`config.mk`:
```
export PLATFORM = sky130hd
export DESIGN_NAME = weight_fetch_engine
export DESIGN_NICKNAME = d
export VERILOG_FILES = /design/src/rtl/mlp_wfetch_pkg.sv /design/src/rtl/wfetch_skid_fifo.sv /design/src/rtl/weight_fetch_engine.sv
export SDC_FILE = /design/constraint.sdc
export NUM_CORES = 1
export LEC_CHECK = 0
export CAP_MARGIN = 0
export CORE_UTILIZATION = 52
export CTS_CLUSTER_DIAMETER = 60
export DETAILED_ROUTE_END_ITERATION = 8
export GPL_TIMING_DRIVEN = 0
export PLACE_DENSITY = 0.83
export SLEW_MARGIN = 15
export SYNTH_ARGS = -nofsm -noshare
export SYNTH_HDL_FRONTEND = slang
export SYNTH_SLANG_ARGS = --single-unit
```
`constraint.sdc`:
```
create_clock -name clk -period 1.9 [get_ports clk]
set_input_delay 0.38 -clock clk [delete_from_list [all_inputs] [get_ports clk]]
set_output_delay 0.38 -clock clk [all_outputs]
set_load 0.03 [all_outputs]
```
`src/rtl/mlp_wfetch_pkg.sv`:
```
// Shared types and constants for the ping-pong weight fetch engine.
package mlp_wfetch_pkg;

  typedef enum logic [2:0] {
    IDLE      = 3'd0,
    WAIT_BANK = 3'd1,
    FETCH     = 3'd2,
    DRAIN     = 3'd3,
    RELEASE   = 3'd4
  } state_t;

  localparam int FIFO_DEPTH = 2;
  localparam int NUM_BANKS  = 2;

endpackage

```
`src/rtl/wfetch_skid_fifo.sv`:
```
// Two-entry skid FIFO absorbing the one-cycle SRAM read latency; payload is
// {data, last_in, last}.
module wfetch_skid_fifo
  import mlp_wfetch_pkg::*;
#(
  parameter int W = 18
) (
  input  logic         clk,
  input  logic         rst,
  input  logic         push,
  input  logic         pop,
  input  logic [W-1:0] din,
  output logic [W-1:0] dout,
  output logic [1:0]   count
);

  logic [W-1:0] mem [FIFO_DEPTH];
  logic         wr_ptr;
  logic         rd_ptr;
  logic         do_pop;

  assign do_pop = pop && (count != 2'd0);
  assign dout   = mem[rd_ptr];

  // Storage carries no reset; only occupancy is flushed.
  always_ff @(posedge clk) begin
    if (push) mem[wr_ptr] <= din;
  end

  always_ff @(posedge clk or posedge rst) begin
    if (rst) begin
      wr_ptr <= 1'b0;
      rd_ptr <= 1'b0;
      count  <= 2'd0;
    end else begin
      if (push)   wr_ptr <= ~wr_ptr;
      if (do_pop) rd_ptr <= ~rd_ptr;
      case ({push, do_pop})
        2'b10:   count <= count + 2'd1;
        2'b01:   count <= count - 2'd1;
        default: count <= count;
      endcase
    end
  end

endmodule

```
`src/rtl/weight_fetch_engine.sv`:
```
// Streams one layer of weights from the full ping-pong SRAM bank to the PE array.
// Optional stall cycle counter enabled by WFETCH_STALL_CNT_EN.
module weight_fetch_engine
  import mlp_wfetch_pkg::*;
#(
  parameter int N  = 16,
  parameter int AW = 8
) (
  input  logic                 clk,
  input  logic                 rst,
  input  logic                 start,
  input  logic [AW:0]          num_in,
  input  logic [AW:0]          num_out,
  input  logic [NUM_BANKS-1:0] bank_full,
  output logic [NUM_BANKS-1:0] bank_release,
  output logic                 sram_rd_en,
  output logic                 sram_bank_sel,
  output logic [AW-1:0]        sram_rd_addr,
  input  logic [N-1:0]         sram_rd_data,
  output logic [N-1:0]         w_data,
  output logic                 w_valid,
  input  logic                 w_ready,
  output logic                 w_last_in,
  output logic                 w_last,
  output logic                 busy,
  output logic                 done,
  output logic                 err
`ifdef WFETCH_STALL_CNT_EN
  ,
  output logic [15:0]          stall_cnt
`endif
);

  localparam int FW = N + 2;
  localparam logic [2*AW+1:0] MAX_TOTAL = {{(AW+1){1'b0}}, 1'b1, {AW{1'b0}}};

  state_t          state, state_nxt;
  logic            cur_bank;
  logic [AW-1:0]   addr_cnt, in_cnt, out_cnt;
  logic [AW-1:0]   in_last_idx, out_last_idx;
  logic [2*AW+1:0] total;
  logic            cfg_bad, start_ok, issue, pop;
  logic            iss_last_in, iss_last;
  logic            rd_vld_p1, rd_last_in_p1, rd_last_p1;
  logic [1:0]      fifo_count;
  logic [FW-1:0]   fifo_dout;
  logic            fifo_valid;
  logic            err_q;

  assign total    = {{(AW+1){1'b0}}, num_in} * {{(AW+1){1'b0}}, num_out};
  assign cfg_bad  = (num_in == '0) || (num_out == '0) || (total > MAX_TOTAL);
  assign start_ok = (state == IDLE) && start && !cfg_bad;

  assign fifo_valid  = (fifo_count != 2'd0);
  assign pop         = fifo_valid && w_ready;
  assign iss_last_in = (in_cnt == in_last_idx);
  assign iss_last    = iss_last_in && (out_cnt == out_last_idx);
  // A same-cycle pop frees the slot the new read will land in.
  assign issue = (state == FETCH) &&
                 ((({1'b0, fifo_count} + {2'b00, rd_vld_p1}) < 3'(FIFO_DEPTH)) || pop);

  assign sram_rd_en    = issue;
  assign sram_bank_sel = cur_bank;
  assign sram_rd_addr  = addr_cnt;
  assign w_valid       = fifo_valid;
  assign w_data        = fifo_valid ? fifo_dout[FW-1:2] : '0;
  assign w_last_in     = fifo_valid && fifo_dout[1];
  assign w_last        = fifo_valid && fifo_dout[0];
  assign err           = err_q;

  always_ff @(posedge clk or posedge rst) begin
    if (rst) state <= IDLE;
    else     state <= state_nxt;
  end

  always_comb begin
    state_nxt    = state;
    busy         = (state != IDLE);
    done         = 1'b0;
    bank_release = '0;
    case (state)
      IDLE:      if (start_ok) state_nxt = WAIT_BANK;
      WAIT_BANK: if (bank_full[cur_bank]) state_nxt = FETCH;
      FETCH:     if (issue && iss_last) state_nxt = DRAIN;
      DRAIN:     if (pop && fifo_dout[0]) state_nxt = RELEASE;
      RELEASE: begin
        done                   = 1'b1;
        bank_release[cur_bank] = 1'b1;
        state_nxt              = IDLE;
      end
      default:   state_nxt = IDLE;
    endcase
  end

  // Issue stage: address/position counters; flags follow the read as vld_p1.
  always_ff @(posedge clk or posedge rst) begin
    if (rst) begin
      cur_bank      <= 1'b0;
      addr_cnt      <= '0;
      in_cnt        <= '0;
      out_cnt       <= '0;
      in_last_idx   <= '0;
      out_last_idx  <= '0;
      rd_vld_p1     <= 1'b0;
      rd_last_in_p1 <= 1'b0;
      rd_last_p1    <= 1'b0;
      err_q         <= 1'b0;
    end else begin
      err_q         <= (state == IDLE) && start && cfg_bad;
      rd_vld_p1     <= issue;
      rd_last_in_p1 <= issue && iss_last_in;
      rd_last_p1    <= issue && iss_last;
      if (start_ok) begin
        in_last_idx  <= AW'(num_in - 1'b1);
        out_last_idx <= AW'(num_out - 1'b1);
        addr_cnt     <= '0;
        in_cnt       <= '0;
        out_cnt      <= '0;
      end else if (issue) begin
        addr_cnt <= addr_cnt + 1'b1;
        if (iss_last_in) begin
          in_cnt  <= '0;
          out_cnt <= out_cnt + 1'b1;
        end else begin
          in_cnt  <= in_cnt + 1'b1;
        end
      end
      if (state == RELEASE) cur_bank <= ~cur_bank;
    end
  end

  // Return stage: read data lands in the skid FIFO one cycle after the strobe.
  wfetch_skid_fifo #(.W(FW)) u_fifo (
    .clk   (clk),
    .rst   (rst),
    .push  (rd_vld_p1),
    .pop   (pop),
    .din   ({sram_rd_data, rd_last_in_p1, rd_last_p1}),
    .dout  (fifo_dout),
    .count (fifo_count)
  );

`ifdef WFETCH_STALL_CNT_EN
  function automatic logic [15:0] sat_inc(input logic [15:0] v);
    return (v == 16'hFFFF) ? v : v + 16'd1;
  endfunction

  always_ff @(posedge clk or posedge rst) begin
    if (rst)                      stall_cnt <= '0;
    else if (start_ok)            stall_cnt <= '0;
    else if (w_valid && !w_ready) stall_cnt <= sat_inc(stall_cnt);
  end
`endif

endmodule

```
==> metrics.txt <==
status finished with violations; failing checks setup timing; root buf cell clkbuf_16; Die Span Y 115 um; port buffer count 69; #FFs+latches synth 88; Synth Warn # 0; Post-Synth XOR/XNOR Area 8.12%; achievable frequency 0.197 GHz; CORE AREA 12600 um^2; Vias 5508; DRT iter0 DRCs 442; clk_lat worst skew 0.34 ns; DR WL/cell 18.7 um; DIE AREA 13300 um^2; DRC viols 0; Slew HR 43.0%; drt total wl 18600 um; RSZ-0062 raised after global routing yes; Worst Tran Pin Value 0.855 ns; clk buf depth 2; routability cong. 0.863; Clock Skews 0.0106 ns; EDFF count, synth 36; Post-synth top cells inv_1 (77), nor2_1 (64), and2_1 (52), dfrtp_1 (52), fa_1 (50); Overflow after GRT 0; simple-gate area share of the yosys netlist 16.2%; # rows 41; crit-path max FO 6; post-route cell area 9290 um^2; Max Slew Vio Count 0; accumulated negative setup slack -127.75 ns; endpoint type of the worst setup path flip-flop; post-DP HPWL 11400 um; Synth Area per Inst 10.2 um^2; mux cell area share after synthesis 6.10%; global-route usage over all layers 27.5%; Post-Syn Instances 654; Final ANT Viol Nets 0; H-tree Lvls 3; ys async rst share 59.1%; Mapped Nets 788; final setup violating endpoints 52; Initial Utilization 53.2%; TritonCTS clock tree done; Yosys cell types 45; Final Core Density 73.9%; Netlist Area Pre-Place 6690 um^2; Final Hold Vio Count 0; critical path class in -> reg; global-route wire length before repair 27900 um; pre-CTS setup slack -4.03 ns; predominant post-synthesis flop cell dfrtp_1; largest net degree at the start of global routing 31; CTS Buf Count 9; antenna cells 0; top-count cell post-synth inv_1; vias per cell 5.56; Clock Pin Slew Worst Setup and Hold Paths 0.07 ns; leakage 4.40 nW; num ports 74; Final period util 267%; Placed Cells 897; width of the die 115 um; Placed Area 7940 um^2; combinational family with the most area after synthesis adder cells; post-synthesis compound-gate area fraction 4.56%; Seq/Total Area, Yosys 35.6%; layout cell share with drive strength beyond 1 33.4%; vias in the first global route 5644; Worst Path Arrival 5.31 ns; Period minus WS final 5.08 ns; final worst slack -3.18 ns; Worst VDD drop 664 uV; Layout Nets 947; DRT Pass-1 Iters 6; final non-filler cell total 990; area grow syn2layout 38.9%; WP data required 2.13 ns; Pwr per Cell Area 1160 nW/um^2; leading area contributor after synthesis dfrtp_1; # clock sinks 88; antenna violations before repair 0; Max Cap Viol 0; Startpoint Class primary input; hold crit path type in -> async; Post-Synth Adder-Cell Area 23.2%; Synth top area share 19.5%; synth top area cells dfrtp_1 (19%), edfxtp_1 (16%), fa_1 (15%)
## path summary, 6_finish.rpt
path | start | end | slack, ns | cells after the start
worst max-delay path | num_in[4] | in_last_idx[0] | -3.18 | 21
worst min-delay path | rst | sram_rd_addr[1] | 0.39 | 2
worst max register to register | state[0] | out_cnt[5] | -0.47 | 8
worst min register to register | rd_last_in_p1 | u_fifo.mem[1][1] | 0.45 | 0
max in group asynchronous | rst | err | 0.95 | 3
min in group clk | rd_last_in_p1 | u_fifo.mem[1][1] | 0.45 | 0
## cells in the final DEF (no fill, tap or decap), types with 8 or more instances in the layout
cell / n
nor2_2: 24
and2_4: 14
xnor2_1: 27
mux2_4: 14
dfrtp_1: 48
nand3_1: 8
buf_4: 52
ha_1: 36
nor3_1: 9
buf_12: 8
edfxtp_1: 36
xor2_1: 34
nand4_1: 14
and2_1: 38
mux2i_1: 24
clkbuf_16: 11
nand2_1: 44
fa_1: 44
inv_1: 69
buf_6: 36
buf_2: 19
clkbuf_8: 8
nor2_1: 34
buf_8: 12
clkdlybuf4s50_1: 26
a21oi_1: 10
## kinds of logic after synthesis
family	Yosys count
fa+ha+maj	94
buf+inv	105
flops	88
compound gates	47
xor+xnor	62
mux	39
simple gates	219
## registers in the layout (all words and copies together), names as in the netlist
| signal | count |
|---|---|
| rd_vld_p1 | 1 |
| u_fifo.count | 2 |
| in_cnt | 8 |
| rd_last_in_p1 | 1 |
| out_last_idx | 8 |
| rd_last_p1 | 1 |
| u_fifo.wr_ptr | 1 |
| u_fifo.rd_ptr | 1 |
| sram_bank_sel | 1 |
| in_last_idx | 8 |
| sram_rd_addr | 8 |
| u_fifo.mem | 36 |
| err | 1 |
| out_cnt | 8 |
| state | 3 |
## per-layer routing
layer	share of wire [%]	global-route usage (%)	routed length (um)	vias to the layer above
li1	-	-	-	2455
met1	40	33.0	7370	2774
met2	52	49.3	9610	233
met3	6.2	5.49	1160	46
met4	2.2	9.44	410	0
met5	0	0	0	-
## per-stage QoR
step	total power (W)	hold WS (ns)
finish	0.0108	0.389
global route	0.0114	0.447
CTS	0.0102	0.403
detailed placement	0.00776	0.431
global placement	0.00749	0.421
floorplan	0.00633	0.420
## layout make-up
type | count | area [um^2]
well taps | 172 | 215
multi-input cells | 461 | 4310
repair buffers | 152 | 1420
inverters | 77 | 292
clock inverters | 6 | 71.3
fillers | 756 | 3280
clock buffers | 10 | 250
plain buffers | 24 | 342
flip-flops and latches | 88 | 2390
## where the power goes
part	total (W)	leakage (nW)	internal (W)	switching (W)
clock network	0.00192	0.157	0.00112	0.000799
registers	0.00246	1.01	0.00223	0.000234
logic	0.00639	3.23	0.00296	0.00344
## critical path: stages
cell and delay, ns:
buf_6 0.10, buf_8 0.12, buf_6 0.12, and2_4 0.13
fa_2 0.57, fa_2 0.47, fa_1 0.58, inv_2 0.05
fa_2 0.53, inv_2 0.04, ha_4 0.26, o21a_1 0.20
o211a_1 0.23, a21boi_2 0.17, xor2_1 0.18, o2111ai_2 0.17
nor4_4 0.26, buf_6 0.18, buf_12 0.12, buf_12 0.11
mux2_4 0.30
## what timing repair did
action | in CTS | in global routing
hold buffers | 0 | 0
buffers inserted | 63 | 17
endpoints found under the setup margin | 68 | 66
pin swaps | 41 | 32
gates cloned | 5 | 1
resized for setup | 229 | 120
Note: power is estimated with default switching activity, not from simulation.
